--- src/rtl/debounce_pkg.sv ---
// debounce_pkg
// Shared definitions for the pushbutton debouncer slice.
//   chanState_t : per-channel filter FSM states (STABLE / WAIT)
//   cntWidth    : width of the stability counter for a given STABLE_CYCLES
//   hcntWidth   : width of the hold counter for a given LONG_CYCLES
package debounce_pkg;

  typedef enum logic {
    STABLE = 1'b0,
    WAIT   = 1'b1
  } chanState_t;

  // The stability counter only has to reach STABLE_CYCLES-1, because the
  // commit happens on the edge that sees that value.  The width is forced
  // to at least one bit so a degenerate setting still elaborates.
  function automatic int cntWidth(input int stableCycles);
    if (stableCycles < 2) begin
      return 1;
    end
    return $clog2(stableCycles);
  endfunction

  // The hold counter saturates at LONG_CYCLES, so it must be able to hold
  // that value.  With the long-press feature disabled the counter is never
  // built, but a one-bit width keeps any declaration legal.
  function automatic int hcntWidth(input int longCycles);
    if (longCycles < 1) begin
      return 1;
    end
    return $clog2(longCycles + 1);
  endfunction

endpackage

--- src/rtl/debounce_chan.sv ---
// debounce_chan
// One pushbutton channel: polarity fix-up, synchroniser chain, stability
// filter FSM, edge pulses and an optional long-press detector.
// Ports:
//   clk        in  system clock, rising edge
//   rst_n      in  synchronous active-low reset
//   din        in  raw asynchronous button input
//   level      out debounced level (registered)
//   rise       out one-cycle pulse on an accepted 0->1 change of level
//   fall       out one-cycle pulse on an accepted 1->0 change of level
//   long_press out one-cycle pulse once level has been high LONG_CYCLES cycles
module debounce_chan
  import debounce_pkg::*;
#(
  parameter int SYNC_STAGES   = 2,
  parameter int STABLE_CYCLES = 50000,
  parameter int LONG_CYCLES   = 0,
  parameter bit INVERT        = 1'b0
) (
  input  logic clk,
  input  logic rst_n,
  input  logic din,
  output logic level,
  output logic rise,
  output logic fall,
  output logic long_press
);

  localparam int CNT_W = cntWidth(STABLE_CYCLES);
  localparam logic [CNT_W-1:0] CNT_LAST = CNT_W'(STABLE_CYCLES - 1);
  localparam logic [CNT_W-1:0] CNT_ONE  = CNT_W'(1);

  logic [SYNC_STAGES-1:0] r_sync;
  logic                   w_x;
  logic                   w_s;

  chanState_t             r_state;
  chanState_t             w_nextState;
  logic [CNT_W-1:0]       r_cnt;
  logic [CNT_W-1:0]       w_nextCnt;

  logic                   r_level;
  logic                   r_rise;
  logic                   r_fall;
  logic                   w_commit;
  logic                   w_levelNext;
  logic                   w_riseNext;
  logic                   w_fallNext;

  // Active-low buttons are flipped before the synchroniser so that everything
  // downstream works in logical polarity, where 1 always means pressed.
  assign w_x = din ^ INVERT;
  assign w_s = r_sync[SYNC_STAGES-1];

  // Synchroniser chain.  Reset clears it to the logical idle value so a
  // channel never sees a phantom press coming out of reset.
  always_ff @(posedge clk) begin
    if (!rst_n) begin
      r_sync <= '0;
    end else begin
      r_sync <= {r_sync[SYNC_STAGES-2:0], w_x};
    end
  end

  // Filter FSM state register together with its stability counter.  Reset
  // takes priority, so a WAIT that was about to commit is simply dropped.
  always_ff @(posedge clk) begin
    if (!rst_n) begin
      r_state <= STABLE;
      r_cnt   <= '0;
    end else begin
      r_state <= w_nextState;
      r_cnt   <= w_nextCnt;
    end
  end

  // Next-state logic.  Any disagreement between the synchronised sample and
  // the published level starts a WAIT run; a single agreeing sample during
  // that run is treated as a glitch and abandons it.  The counter cannot
  // pass CNT_LAST because reaching it always ends the run.
  always_comb begin
    w_nextState = r_state;
    w_nextCnt   = r_cnt;
    case (r_state)
      STABLE: begin
        if (w_s != r_level) begin
          w_nextState = WAIT;
          w_nextCnt   = CNT_ONE;
        end else begin
          w_nextCnt   = '0;
        end
      end
      WAIT: begin
        if (w_s == r_level) begin
          w_nextState = STABLE;
          w_nextCnt   = '0;
        end else if (r_cnt == CNT_LAST) begin
          w_nextState = STABLE;
          w_nextCnt   = '0;
        end else begin
          w_nextCnt   = r_cnt + CNT_ONE;
        end
      end
      default: begin
        w_nextState = STABLE;
        w_nextCnt   = '0;
      end
    endcase
  end

  // Output decode.  A commit flips the level and picks which edge pulse to
  // raise from the level being left behind.
  always_comb begin
    w_commit    = (r_state == WAIT) && (w_s != r_level) && (r_cnt == CNT_LAST);
    w_levelNext = w_commit ? ~r_level : r_level;
    w_riseNext  = w_commit && !r_level;
    w_fallNext  = w_commit && r_level;
  end

  // Output registers, so consumers never see a combinational path from the
  // pins.  The pulses are recomputed every cycle and so last exactly one.
  always_ff @(posedge clk) begin
    if (!rst_n) begin
      r_level <= 1'b0;
      r_rise  <= 1'b0;
      r_fall  <= 1'b0;
    end else begin
      r_level <= w_levelNext;
      r_rise  <= w_riseNext;
      r_fall  <= w_fallNext;
    end
  end

  assign level = r_level;
  assign rise  = r_rise;
  assign fall  = r_fall;

  generate
    if (LONG_CYCLES > 0) begin : g_long
      localparam int HCNT_W = hcntWidth(LONG_CYCLES);
      localparam logic [HCNT_W-1:0] HCNT_LAST = HCNT_W'(LONG_CYCLES - 1);
      localparam logic [HCNT_W-1:0] HCNT_MAX  = HCNT_W'(LONG_CYCLES);
      localparam logic [HCNT_W-1:0] HCNT_ONE  = HCNT_W'(1);

      logic [HCNT_W-1:0] r_hcnt;
      logic              r_longPress;

      // Hold counter follows the debounced level rather than the raw sample,
      // so bounce during release cannot restart it.  It is cleared while the
      // level is low and on any commit edge, and it parks at HCNT_MAX so that
      // one press yields at most one long-press pulse.
      always_ff @(posedge clk) begin
        if (!rst_n) begin
          r_hcnt <= '0;
        end else if (!r_level || w_commit) begin
          r_hcnt <= '0;
        end else if (r_hcnt != HCNT_MAX) begin
          r_hcnt <= r_hcnt + HCNT_ONE;
        end
      end

      // The pulse is raised on the edge that moves the counter from
      // HCNT_LAST into saturation, which is LONG_CYCLES edges after the
      // commit that raised the level.
      always_ff @(posedge clk) begin
        if (!rst_n) begin
          r_longPress <= 1'b0;
        end else begin
          r_longPress <= r_level && !w_commit && (r_hcnt == HCNT_LAST);
        end
      end

      assign long_press = r_longPress;
    end else begin : g_noLong
      assign long_press = 1'b0;
    end
  endgenerate

endmodule

--- src/rtl/debounce_sync_n.sv ---
// debounce_sync_n
// Multi-channel pushbutton conditioner feeding the PWM control logic.  Each
// channel is an independent debounce_chan; they share only clock and reset.
// Ports:
//   clk        in  system clock, rising edge
//   rst_n      in  synchronous active-low reset
//   din        in  [CHANNELS] raw asynchronous button inputs
//   level      out [CHANNELS] debounced levels
//   rise       out [CHANNELS] one-cycle rising-edge pulses
//   fall       out [CHANNELS] one-cycle falling-edge pulses
//   long_press out [CHANNELS] one-cycle long-press pulses (0 when disabled)
module debounce_sync_n
  import debounce_pkg::*;
#(
  parameter int                  CHANNELS      = 4,
  parameter int                  SYNC_STAGES   = 2,
  parameter int                  STABLE_CYCLES = 50000,
  parameter int                  LONG_CYCLES   = 0,
  parameter logic [CHANNELS-1:0] INVERT        = '0
) (
  input  logic                clk,
  input  logic                rst_n,
  input  logic [CHANNELS-1:0] din,
  output logic [CHANNELS-1:0] level,
  output logic [CHANNELS-1:0] rise,
  output logic [CHANNELS-1:0] fall,
  output logic [CHANNELS-1:0] long_press
);

  // One filter per button.  Each instance receives its own polarity bit so
  // active-low and active-high buttons can be mixed on the same block.
  generate
    for (genvar i = 0; i < CHANNELS; i++) begin : g_chan
      debounce_chan #(
        .SYNC_STAGES  (SYNC_STAGES),
        .STABLE_CYCLES(STABLE_CYCLES),
        .LONG_CYCLES  (LONG_CYCLES),
        .INVERT       (INVERT[i])
      ) u_chan (
        .clk       (clk),
        .rst_n     (rst_n),
        .din       (din[i]),
        .level     (level[i]),
        .rise      (rise[i]),
        .fall      (fall[i]),
        .long_press(long_press[i])
      );
    end
  endgenerate

endmodule

--- config.mk ---
export PLATFORM = sky130hd
export DESIGN_NAME = debounce_sync_n
export DESIGN_NICKNAME = d
export VERILOG_FILES = /design/src/rtl/debounce_pkg.sv /design/src/rtl/debounce_chan.sv /design/src/rtl/debounce_sync_n.sv
export SDC_FILE = /design/constraint.sdc
export NUM_CORES = 1
export LEC_CHECK = 0
export CAP_MARGIN = 25
export CORE_MARGIN = 1.5
export CORE_UTILIZATION = 60
export CTS_BUF_LIST = sky130_fd_sc_hd__clkbuf_4 sky130_fd_sc_hd__clkbuf_8
export DETAILED_ROUTE_END_ITERATION = 7
export GPL_ROUTABILITY_DRIVEN = 0
export PLACE_DENSITY_LB_ADDON = 0.25
export SLEW_MARGIN = 40
export SYNTH_ARGS = -nofsm -noshare
export SYNTH_HDL_FRONTEND = slang
export SYNTH_SLANG_ARGS = --single-unit
--- constraint.sdc ---
create_clock -name clk -period 2.1 [get_ports clk]
set_clock_uncertainty 0.1 [all_clocks]
set_input_delay 0.315 -clock clk [delete_from_list [all_inputs] [get_ports clk]]
set_output_delay 0.315 -clock clk [all_outputs]
set_load 0.01 [all_outputs]
Word-level counts from Yosys, hierarchy flattened

Index checks and enable logic that the tools add are counted.

Flip-flop bits (word level): 88

$add $sub $neg: 4
Equal/unequal tests: 12
Multiplexer cells: 32
Bitwise operators: 8
Reduce and logical (&&, ||, !) cells: 20

Operator list:

| cell                                                            | number |
|---|---|
| 16-bit two-way mux                                              | 8 |
| 16-bit one-hot mux with 2 select lines                          | 4 |
| 16-bit by 1-bit adder with 16-bit output, second input constant | 4 |
| 16-bit == test, second input constant                           | 4 |
| 1-bit logical AND                                               | 16 |
| 1-bit two-way mux                                               | 16 |
| 1-bit inverter                                                  | 8 |
| 1-bit one-hot mux with 2 select lines                           | 4 |
| 1-bit == test                                                   | 4 |
| 1-bit zero test                                                 | 4 |
| 1-bit != test                                                   | 4 |

Longest topological paths before layout

Gate-level depths: netlist (run 1).

Depth after elaboration: 4
Mapped depth: 8
Gate-level depth less buffers: 5

Hierarchy

From an unflattened synthesis (run 1), not the netlist that was laid out.

Cell total of the unflattened synthesis: 404
Area, all modules: 3763.6 um2

Modules (own cells, without submodules):

| module        | instances | cells an instance | area an instance (um2) |
|---|---|---|---|
| debounce_chan | 4         | 101               | 940.9 |

Worst setup path after synthesis (run 1)

No wires, ideal clock.

Path type: reg-to-reg
From: register g_chan[3].u_chan.r_cnt[4]
To: register g_chan[3].u_chan.r_cnt[15]
Setup time: 0.115 ns
Data arrival time: 1.685 ns
Path slack: 0.200 ns
Stages on the path, launching flop included: 8
Period minus slack after synthesis: 1.900 ns
Cell sequence: dfxtp_1 > buf_6 > or4b_4 > nor4_4 > or2_0 > buf_4 > buf_6 > nor2_1

Longest elaborated chain between the ends: 4

Ends and longest elaborated chain:

| element                                                                           | RTL line                                  | text |
|---|---|---|
| start: declaration                                                                | debounce_chan.sv:39                       | `logic [CNT_W-1:0] r_cnt;` |
| start signal: assignment                                                          | debounce_chan.sv:73                       | `r_cnt <= w_nextCnt;` |
| 16-bit by 1-bit adder with 16-bit output / 16-bit == test (equally long branches) | debounce_chan.sv:101, debounce_chan.sv:97 |  |
| 16-bit two-way mux *                                                              | debounce_chan.sv:97                       | `end else if (r_cnt == CNT_LAST) begin` |
| 16-bit two-way mux *                                                              | debounce_chan.sv:94                       | `if (w_s == r_level) begin` |
| 16-bit one-hot mux with 2 select lines *                                          | debounce_chan.sv:84                       | `case (r_state)` |

Mark *: on every way between the ends. The rest lies on a longest branch, timed or not.
A chain may end at the register's enable or synchronous reset.

Final worst setup path (run 1)

From: register g_chan[3].u_chan.r_cnt[1]
To: register g_chan[3].u_chan.r_cnt[14]

Same word-level chain as after synthesis.

==> results of run 1 <==
state kept, by name (all words and copies together), names as in the netlist:
register / flops
g_chan.u_chan.level: 4
g_chan.u_chan.r_sync: 8
g_chan.u_chan.fall: 4
g_chan.u_chan.r_cnt: 64
g_chan.u_chan.rise: 4
g_chan.u_chan.r_state: 4
timing repair:
item	4_1_cts	5_1_grt
hold buffers	0	0
gates resized for setup	0	2
setup endpoints to repair	0	1
synthesized netlist by cell type (2+ instances only):
cell type / n / area (um^2)
xnor2_1: 41 / 359
buf_6: 2 / 22.5
buf_2: 3 / 15.0
a21o_1: 3 / 22.5
xor2_1: 19 / 166
and3_1: 4 / 25.0
nand3_1: 26 / 130
nand4_1: 23 / 144
or3_1: 2 / 12.5
dfxtp_1: 88 / 1760
nand2_1: 22 / 82.6
a21oi_1: 4 / 20.0
nor4bb_1: 2 / 20.0
and2_1: 11 / 68.8
nor3b_1: 4 / 30.0
nor3_1: 16 / 80.1
inv_1: 15 / 56.3
nor4_1: 16 / 100
and4_1: 5 / 43.8
o21a_1: 2 / 15.0
clkbuf_1: 6 / 22.5
ha_1: 4 / 50.1
buf_4: 17 / 128
nor2_1: 72 / 270
final timing paths:
path | start | endpoint | slack, ps | depth (start not counted)
worst min-delay path | g_chan[3].u_chan.r_sync[0] | g_chan[3].u_chan.r_sync[1] | 340 | 1
worst min register to register | g_chan[3].u_chan.r_sync[0] | g_chan[3].u_chan.r_sync[1] | 340 | 1
worst max register to register | g_chan[3].u_chan.r_cnt[1] | g_chan[3].u_chan.r_cnt[14] | 120 | 5
worst max-delay path | g_chan[3].u_chan.r_cnt[1] | g_chan[3].u_chan.r_cnt[14] | 120 | 5
through the flow:
step / power, mW / utilization / std cells / cell area, um^2 / setup WS (ps)
6_report: 3.36 / 0.705 / 516 / 4250 / 117
3_5_place_dp: 1.76 / 0.656 / 500 / 3950 / 85.3
4_1_cts: 3.39 / 0.705 / 516 / 4250 / 56.0
3_3_place_gp: 1.76 / 0.656 / 500 / 3950 / 183
2_1_floorplan: 1.75 / - / 427 / 3810 / 200
5_1_grt: 3.46 / 0.705 / 516 / 4250 / 29.4
worst max-delay path: cells and delay by family (launching register included):
kind | cells | cell delay, ps
adder cells (fa/ha/maj) | 1 | 240
flip-flops | 1 | 390
XOR/XNOR | 1 | 200
AND/OR/NAND/NOR | 3 | 950
layout by cell type (no fill, tap or decap), drive strengths merged, types with 2 or more instances in the layout:
cell type and n:
clkbuf 9, nand4 23, a21oi 4, ha 4
nor3b 4, inv 15, nand2 22, a21o 3
and4 5, or2 2, dfxtp 88, nor4bb 2
bufinv 5, conb 4, nand3 26, buf 10
and3 4, nor2 72, nor3 17, xor2 19
or3 2, and2 11, o21a 2, clkinv 2
xnor2 41, clkdlybuf4s50 17, or4b 2, nor4 17
cell type report:
class                           instances  area (um^2)  area share
Clock buffer                            9          124      0.0292
Clock inverter                          7          168      0.0395
Inverter                               15         56.3      0.0133
Multi-Input combinational cell        295         1800       0.423
Sequential cell                        88         1760       0.415
Tap cell                               75         93.8      0.0221
Timing Repair Buffer                   27          245      0.0577
power by group through the flow:
stage | clock network [mW] | registers [mW] | logic [mW]
6_report | 1.63 | 1.69 | 0.0368
5_1_grt | 1.73 | 1.69 | 0.0419
4_1_cts | 1.66 | 1.69 | 0.0368
3_5_place_dp | 0 | 1.73 | 0.0365
3_3_place_gp | 0 | 1.73 | 0.0352
2_1_floorplan | 0 | 1.72 | 0.0265
logic make-up after synthesis:
group / after synthesis / synth area share
and+or+nand+nor: 212 / 0.290
DFF: 88 / 0.464
xor gates and xnor gates: 60 / 0.138
buffers and inverters: 44 / 0.0653
AOI/OAI and AO/OA: 14 / 0.0247
adders and majority gates: 4 / 0.0132
other: 1 / 0.000988
muxes: 1 / 0.00264
metal layers:
layer	track usage	up-vias	wire [um]
met4	0.112	0	144
li1	-	1442	-
met5	0	-	0
met3	0.0396	16	218
met1	0.282	1347	3260
met2	0.346	62	3140
==> flow_metrics.tcl, run 1 <==
set metrics [dict create \
    gr-total-overflow 0 \
    drt-vias-per-instance 5.56 \
    p_leak_nw 1.35 \
    maxCapViolations 0 \
    critPathCaptureType "flip-flop" \
    core-area_um2 6030 \
    wire_per_inst_um 13.1 \
    async_flop_share 0 \
    p_switching_mw 0.623 \
    critical_path.slowest_cell "or4b_2" \
    ant_nets 0 \
    fin_crit_ps 1980 \
    status "finished, final reports clean" \
    fin_nets 446 \
    cts_tree "built" \
    yosys_warnings 0 \
    synth_seq_cells 88 \
    dpl.hpwl_um 4600 \
    p_int_mw 2.73 \
    post-cts-setup-buffer-count 0 \
    fill_cells 471 \
    fmax_ghz 0.504 \
    clkLatencyLatePin_ps 350 \
    cts_root_buf "clkbuf_8" \
    clock_sinks 88 \
    hp-class "reg -> reg" \
    grt_use_total 0.217 \
    die_h_um 82.5 \
    vdd_drop_max_uv 557 \
    hold_viol 0 \
    worstPathArrival_ps 2120 \
    cp_max_fo 4 \
    grt_start_max_net_pins 16 \
    synth_cell_types 41 \
    initial_core_util 0.630 \
    first_pass_iters 4 \
    die_w_um 82.5 \
    area_growth_pct 12.0 \
    rsz0062_at_grt "no" \
    syn_area_um2 3790 \
    routed_wl_um 6760 \
    syn_avg_cell_area_um2 8.95 \
    grt_pass1_wl_um 11500 \
    start_kind "flip-flop" \
    cts_made_buffers 9 \
    synth_cells 424 \
    p_sw_frac 0.186 \
    cp.required_ps 2240 \
    fp-row-count 28 \
    portBuffers 17 \
    drt_iter0_drc 108 \
    drc 0 \
    antenna_found_initial 0 \
    drv_slew 0 \
    htreeDepth 3 \
    slowest_delay_ps 710 \
    vias 2867 \
    crit_type "reg -> reg" \
    power.density_nw_per_um2 790 \
    clk_pin_slew_ps 80 \
    pwr-share-clk 0.486 \
    first_global_vias 2658 \
    combPwrFrac 0.011 \
    p_seq_frac 0.503 \
    die_area_um2 6810 \
    layout-drive-gt1-share 0.0794 \
    period_share 0.945 \
    ys_seq_area_frac 0.464 \
    finalSetupViolCount 0 \
    setup_tns_ps 0 \
    whs_ps 341 \
    synth_enable_flop_cells 0 \
    clockBufferDepth 2 \
    diodes 0 \
    path_cells "ha_2 > nand4_1 > or4b_2 > xor2_1 > nor2_1" \
    ys.flop_type "dfxtp_1" \
    ios 22 \
]
Power figures use the tool's default switching activity.
==> inputs of run 2 (changes only) <==
--- a/config.mk
+++ b/config.mk
@@ -5,7 +5,8 @@
 export SDC_FILE = /design/constraint.sdc
 export NUM_CORES = 1
 export LEC_CHECK = 0
-export CAP_MARGIN = 25
+export ABC_AREA = 1
+export CAP_MARGIN = 20
 export CORE_MARGIN = 1.5
 export CORE_UTILIZATION = 60
 export CTS_BUF_LIST = sky130_fd_sc_hd__clkbuf_4 sky130_fd_sc_hd__clkbuf_8
==> run 2 against run 1 <==
Effect of this change:
- die area increased by 11%
- via count increased by 21%
- hold slack got worse by 28 ps
- global-route usage decreased by 0.43 points
- design area increased by 7.9%
- synthesized cell count increased by 40%
- clock-buffer cell count increased by 3
- register-to-register slack improved by 370 ps
- non-clock buffer count decreased by 9
- core utilization decreased by 3.0 points
- power decreased by 9.7%
- highest routed layer unchanged
- sequential power about the same
==> flow_metrics.tcl, run 2 <==
set metrics [dict create \
    cp_top_family "buffers and inverters" \
    clk_pin_slew_ps 80 \
    r2r-start "g_chan[1].u_chan.r_cnt[0]" \
    hp-start "g_chan[0].u_chan.r_sync[0]" \
    synth_enable_flop_cells 0 \
    die_w_um 86.9 \
    p_sw_frac 0.196 \
    wire_per_inst_um 10.5 \
    die_h_um 86.9 \
    fp-row-count 30 \
    core-area_um2 6790 \
    diodes 0 \
    cts_root_buf "clkbuf_8" \
    status "finished, final reports clean" \
    synth_top_area_cell "dfxtp_1" \
    cts_tree "built" \
    yosys_warnings 0 \
    antenna_found_initial 0 \
    drt-vias-per-instance 4.92 \
    slowest_delay_ps 570 \
    synth_cells 593 \
    fin_nets 613 \
    regToRegSetupSlack_ps 490 \
    p_int_mw 2.44 \
    ant_nets 0 \
    first_pass_iters 4 \
    synth_top_area_frac 0.417 \
    reg_top3 "g_chan.u_chan.r_cnt (64), g_chan.u_chan.r_sync (8)" \
    p_leak_nw 1.62 \
    hold_buffers 0 \
    hold_end "g_chan[0].u_chan.r_sync[1]" \
    fill_cells 607 \
    vias 3462 \
    hold_viol 0 \
    portBuffers 17 \
    yosys.area_share.simple 0.363 \
    synth_cell_types 28 \
    utilization 0.675 \
    reg2regPathDepth 8 \
    initial_core_util 0.622 \
    synthAdderAreaFrac 0.0118 \
    grt_use_total 0.213 \
    synthTopCellsByArea "dfxtp_1, nand2_1, nor2_1" \
    period_share 0.835 \
    clkLatencyLatePin_ps 350 \
    clock_sinks 88 \
    ys.flop_type "dfxtp_1" \
    area_growth_pct 8.46 \
    fin_ws_ps 347 \
    rsz0062_at_grt "no" \
    layout-drive-gt1-share 0.0791 \
    syn_area_um2 4230 \
    p_switching_mw 0.593 \
    routed_wl_um 7380 \
    grt_start_max_net_pins 21 \
    r2r_end "g_chan[1].u_chan.r_state" \
    drt_iter0_drc 120 \
    pwr-share-clk 0.429 \
    fmax_ghz 0.570 \
    first_global_vias 3177 \
    grt_pass1_wl_um 13000 \
    async_flop_share 0 \
    gr-total-overflow 0 \
    cp_max_fo 5 \
    clockBufferDepth 2 \
    critPathCaptureType "primary output" \
    synth_xor_area_frac 0.0476 \
    power.density_nw_per_um2 661 \
    finalSetupViolCount 0 \
    multi_input_area_um2 2040 \
    cts_made_buffers 9 \
    p_seq_frac 0.556 \
    crit_type "reg -> out" \
    largest_reg_flops 64 \
    combPwrFrac 0.015 \
    maxCapViolations 0 \
    path_cells "clkdlybuf4s50_1" \
    ios 22 \
    final_cell_mix "nand2_1, nor2_1, dfxtp_1, inv_1, nand3_1" \
    final_common_cell "nand2_1" \
    cp.required_ps 1680 \
    synth_seq_cells 88 \
    setup_tns_ps 0 \
    start_kind "flip-flop" \
    drc 0 \
    netlist_top_cells_count "nand2_1, nor2_1, dfxtp_1" \
    muxShareOfSynthArea 0 \
    place_ws_ps 196 \
    htreeDepth 3 \
    register_area_um2 1760 \
    regMostFlops "g_chan.u_chan.r_cnt" \
    ctsResizeCount 0 \
    synth.most_common_cell "nand2_1" \
    syn_avg_cell_area_um2 7.13 \
    fin_crit_ps 1750 \
    vdd_drop_max_uv 429 \
    dpl.hpwl_um 5450 \
    ys_seq_area_frac 0.417 \
    synth_compound_area_frac 0.0577 \
    drv_slew 0 \
    holdPathStages 2 \
    worstPathArrival_ps 1340 \
    path_buf_inv 1 \
    die_area_um2 7560 \
    synth_top_family_by_area "simple AND/OR/NAND/NOR gates" \
    critical_path.slowest_cell "clkdlybuf4s50_1" \
    hp-class "reg -> reg" \
    post-cts-setup-buffer-count 0 \
]
run 2: per-stage QoR:
step	power, mW	std cells	instance area [um^2]	hold WS (ps)
after detailed placement	1.77	688	4360	299
after CTS	3.06	703	4590	314
after floorplan	1.76	596	4240	290
after global placement	1.77	688	4360	295
final	3.03	703	4590	313
after global routing	3.14	703	4590	337
run 2: logic make-up after synthesis:
| logic type | after synthesis |
|---|---|
| flip-flops | 88 |
| other | 1 |
| AND/OR/NAND/NOR | 346 |
| buffers and inverters | 91 |
| AO/OA/AOI/OAI | 40 |
| XOR/XNOR | 23 |
| adder cells (fa/ha/maj) | 4 |
run 2: layout make-up:
cell class | count | area share
well taps | 96 | 0.0262
multi-input cells | 417 | 0.446
clock buffers | 12 | 0.0347
inverters | 69 | 0.0565
flip-flops and latches | 88 | 0.384
repair buffers | 18 | 0.0387
clock inverters | 3 | 0.0142
run 2: worst max path at each step:
stage / start / end / slack [ps] / cells past startpoint
CTS: g_chan[0].u_chan.level / level[0] / 320 / 1
floorplan: g_chan[0].u_chan.r_cnt[0] / g_chan[0].u_chan.r_state / 700 / 9
global placement: rst_n / g_chan[1].u_chan.r_cnt[10] / 270 / 5
finish: g_chan[3].u_chan.level / level[3] / 350 / 1
global route: g_chan[0].u_chan.r_cnt[0] / g_chan[0].u_chan.r_state / 290 / 8
detailed placement: rst_n / g_chan[1].u_chan.r_cnt[14] / 200 / 5
run 2: metal layers:
| metal | track usage | up-vias | wire length (um) |
|---|---|---|---|
| met5 | 0 | - | 0 |
| met4 | 0.0968 | 0 | 58 |
| met3 | 0.0341 | 4 | 196 |
| met2 | 0.364 | 43 | 3580 |
| met1 | 0.263 | 1557 | 3540 |
| li1 | - | 1858 | - |
run 2: power groups by stage:
stage	logic [mW]	clock network (mW)	registers, mW
after global routing	0.0519	1.40	1.69
after CTS	0.0459	1.33	1.68
final	0.0454	1.30	1.68
after detailed placement	0.0453	0	1.72
after floorplan	0.0355	0	1.72
after global placement	0.0434	0	1.72
==> inputs of run 3 (changes only) <==
==> constraint.sdc (replaced) <==
create_clock -name clk -period 1.8 [get_ports clk]
set_clock_uncertainty 0.1 [all_clocks]
set_input_delay 0.27 -clock clk [delete_from_list [all_inputs] [get_ports clk]]
set_output_delay 0.27 -clock clk [all_outputs]
set_load 0.01 [all_outputs]
==> run 3 against run 2 <==
Effect of this change:
- highest routed layer unchanged
- clock power barely moved
- wire length rose by 0.35%
- flip-flop and latch count did not move
- largest cell class unchanged
- die area did not move
- hold slack improved by 2.8 ps
- sequential share of layout area rose by 0.15 points
==> flow_metrics.tcl, run 3 (synthesis results as in run 2) <==
set metrics [dict create \
    slowest_delay_ps 570 \
    setup_tns_ps 0 \
    routed_wl_um 7410 \
    whs_ps 316 \
    antenna_found_initial 0 \
    cp_num_cells 1 \
    path_cells "clkdlybuf4s50_1" \
    drt-vias-per-instance 5.03 \
    cp.required_ps 1430 \
    critical_path.slowest_cell "clkdlybuf4s50_1" \
    drt_iter0_drc 99 \
    cts_root_buf "clkbuf_8" \
    fin_crit_ps 1700 \
    vdd_drop_max_uv 482 \
    clockBufferDepth 2 \
    path_buf_inv 1 \
    hp-class "reg -> reg" \
    p_leak_nw 1.61 \
    finalSetupViolCount 0 \
    die_area_um2 7560 \
    diodes 0 \
    multi_input_area_um2 2050 \
    final_cell_mix "nand2_1, nor2_1, dfxtp_1, inv_1, nand3_1" \
    worstPathArrival_ps 1330 \
    period_share 0.944 \
    grt_start_max_net_pins 21 \
    dpl.hpwl_um 5550 \
    ant_nets 0 \
    portBuffers 17 \
    reg2regPathDepth 8 \
    power.density_nw_per_um2 725 \
    critPathCaptureType "primary output" \
    rsz0062_at_grt "no" \
    vias 3543 \
    holdPathStages 2 \
    initial_core_util 0.622 \
    hold_viol 0 \
    first_global_vias 3200 \
    regMostFlops "g_chan.u_chan.r_cnt" \
    cts_made_buffers 9 \
    core-area_um2 6790 \
    fill_cells 604 \
    cp_max_fo 5 \
    htreeDepth 3 \
    clkLatencyLatePin_ps 350 \
    largest_reg_flops 64 \
    clk_pin_slew_ps 80 \
    layout-drive-gt1-share 0.0821 \
    cts_tree "built" \
    status "finished, final reports clean" \
    drv_slew 0 \
    final_common_cell "nand2_1" \
    grt_use_total 0.213 \
    drc 0 \
    post-cts-setup-buffer-count 0 \
    maxCapViolations 0 \
    die_w_um 86.9 \
    register_area_um2 1760 \
    hold_buffers 0 \
    ctsResizeCount 0 \
    cp_top_family "buffers and inverters" \
    area_growth_pct 8.05 \
    first_pass_iters 4 \
    fin_nets 616 \
    start_kind "flip-flop" \
    ios 22 \
    crit_type "reg -> out" \
    die_h_um 86.9 \
    fmax_ghz 0.588 \
    wire_per_inst_um 10.5 \
    gr-total-overflow 0 \
    reg_top3 "g_chan.u_chan.r_cnt (64), g_chan.u_chan.r_sync (8)" \
    grt_pass1_wl_um 13000 \
    fp-row-count 30 \
    clock_sinks 88 \
]
-- run 3: changes by cell type in the layout (fill, tap and decap cells not counted), sizes merged --
cell,change
buf,+3
bufinv,-1
clkbuf,-2
clkinv,+1
clkinvlp,+1
-- run 3: power by group --
group / internal [mW] / switching (mW)
clock network: 0.637 / 0.657
registers: 1.96 / 0.00656
logic: 0.0212 / 0.0317
total: 2.62 / 0.695
-- run 3: final timing paths --
path	startpoint	end	slack [ps]
max	g_chan[3].u_chan.level	level[3]	100
min	g_chan[0].u_chan.r_sync[0]	g_chan[0].u_chan.r_sync[1]	320
max reg2reg	g_chan[0].u_chan.r_cnt[0]	g_chan[0].u_chan.r_cnt[10]	210
min reg2reg	g_chan[0].u_chan.r_sync[0]	g_chan[0].u_chan.r_sync[1]	320
-- run 3: layer usage --
layer | share of wire | up-vias | track usage
met1 | 0.48 | 1612 | 0.264
met2 | 0.47 | 53 | 0.367
met5 | 0 | - | 0
met3 | 0.034 | 14 | 0.0389
met4 | 0.017 | 0 | 0.0806
li1 | - | 1864 | -
-- run 3: area by class of cell --
type | instances | share of cell area
Timing Repair Buffer | 21 | 0.0438
Inverter | 69 | 0.0567
Sequential cell | 88 | 0.386
Clock buffer | 10 | 0.0288
Multi-Input combinational cell | 417 | 0.448
Clock inverter | 4 | 0.0104
Tap cell | 96 | 0.0263
-- run 3: metrics by stage --
step | instance area, um^2 | worst slack, ps | util | total power [mW] | instances
6_report | 4570 | 100 | 0.672 | 3.31 | 705
2_1_floorplan | 4240 | 398 | - | 2.05 | 596
5_1_grt | 4570 | 45.7 | 0.672 | 3.43 | 705
4_1_cts | 4560 | 88.5 | 0.672 | 3.34 | 705
3_3_place_gp | 4380 | 65.3 | 0.645 | 2.06 | 691
3_5_place_dp | 4380 | 30.0 | 0.645 | 2.06 | 691
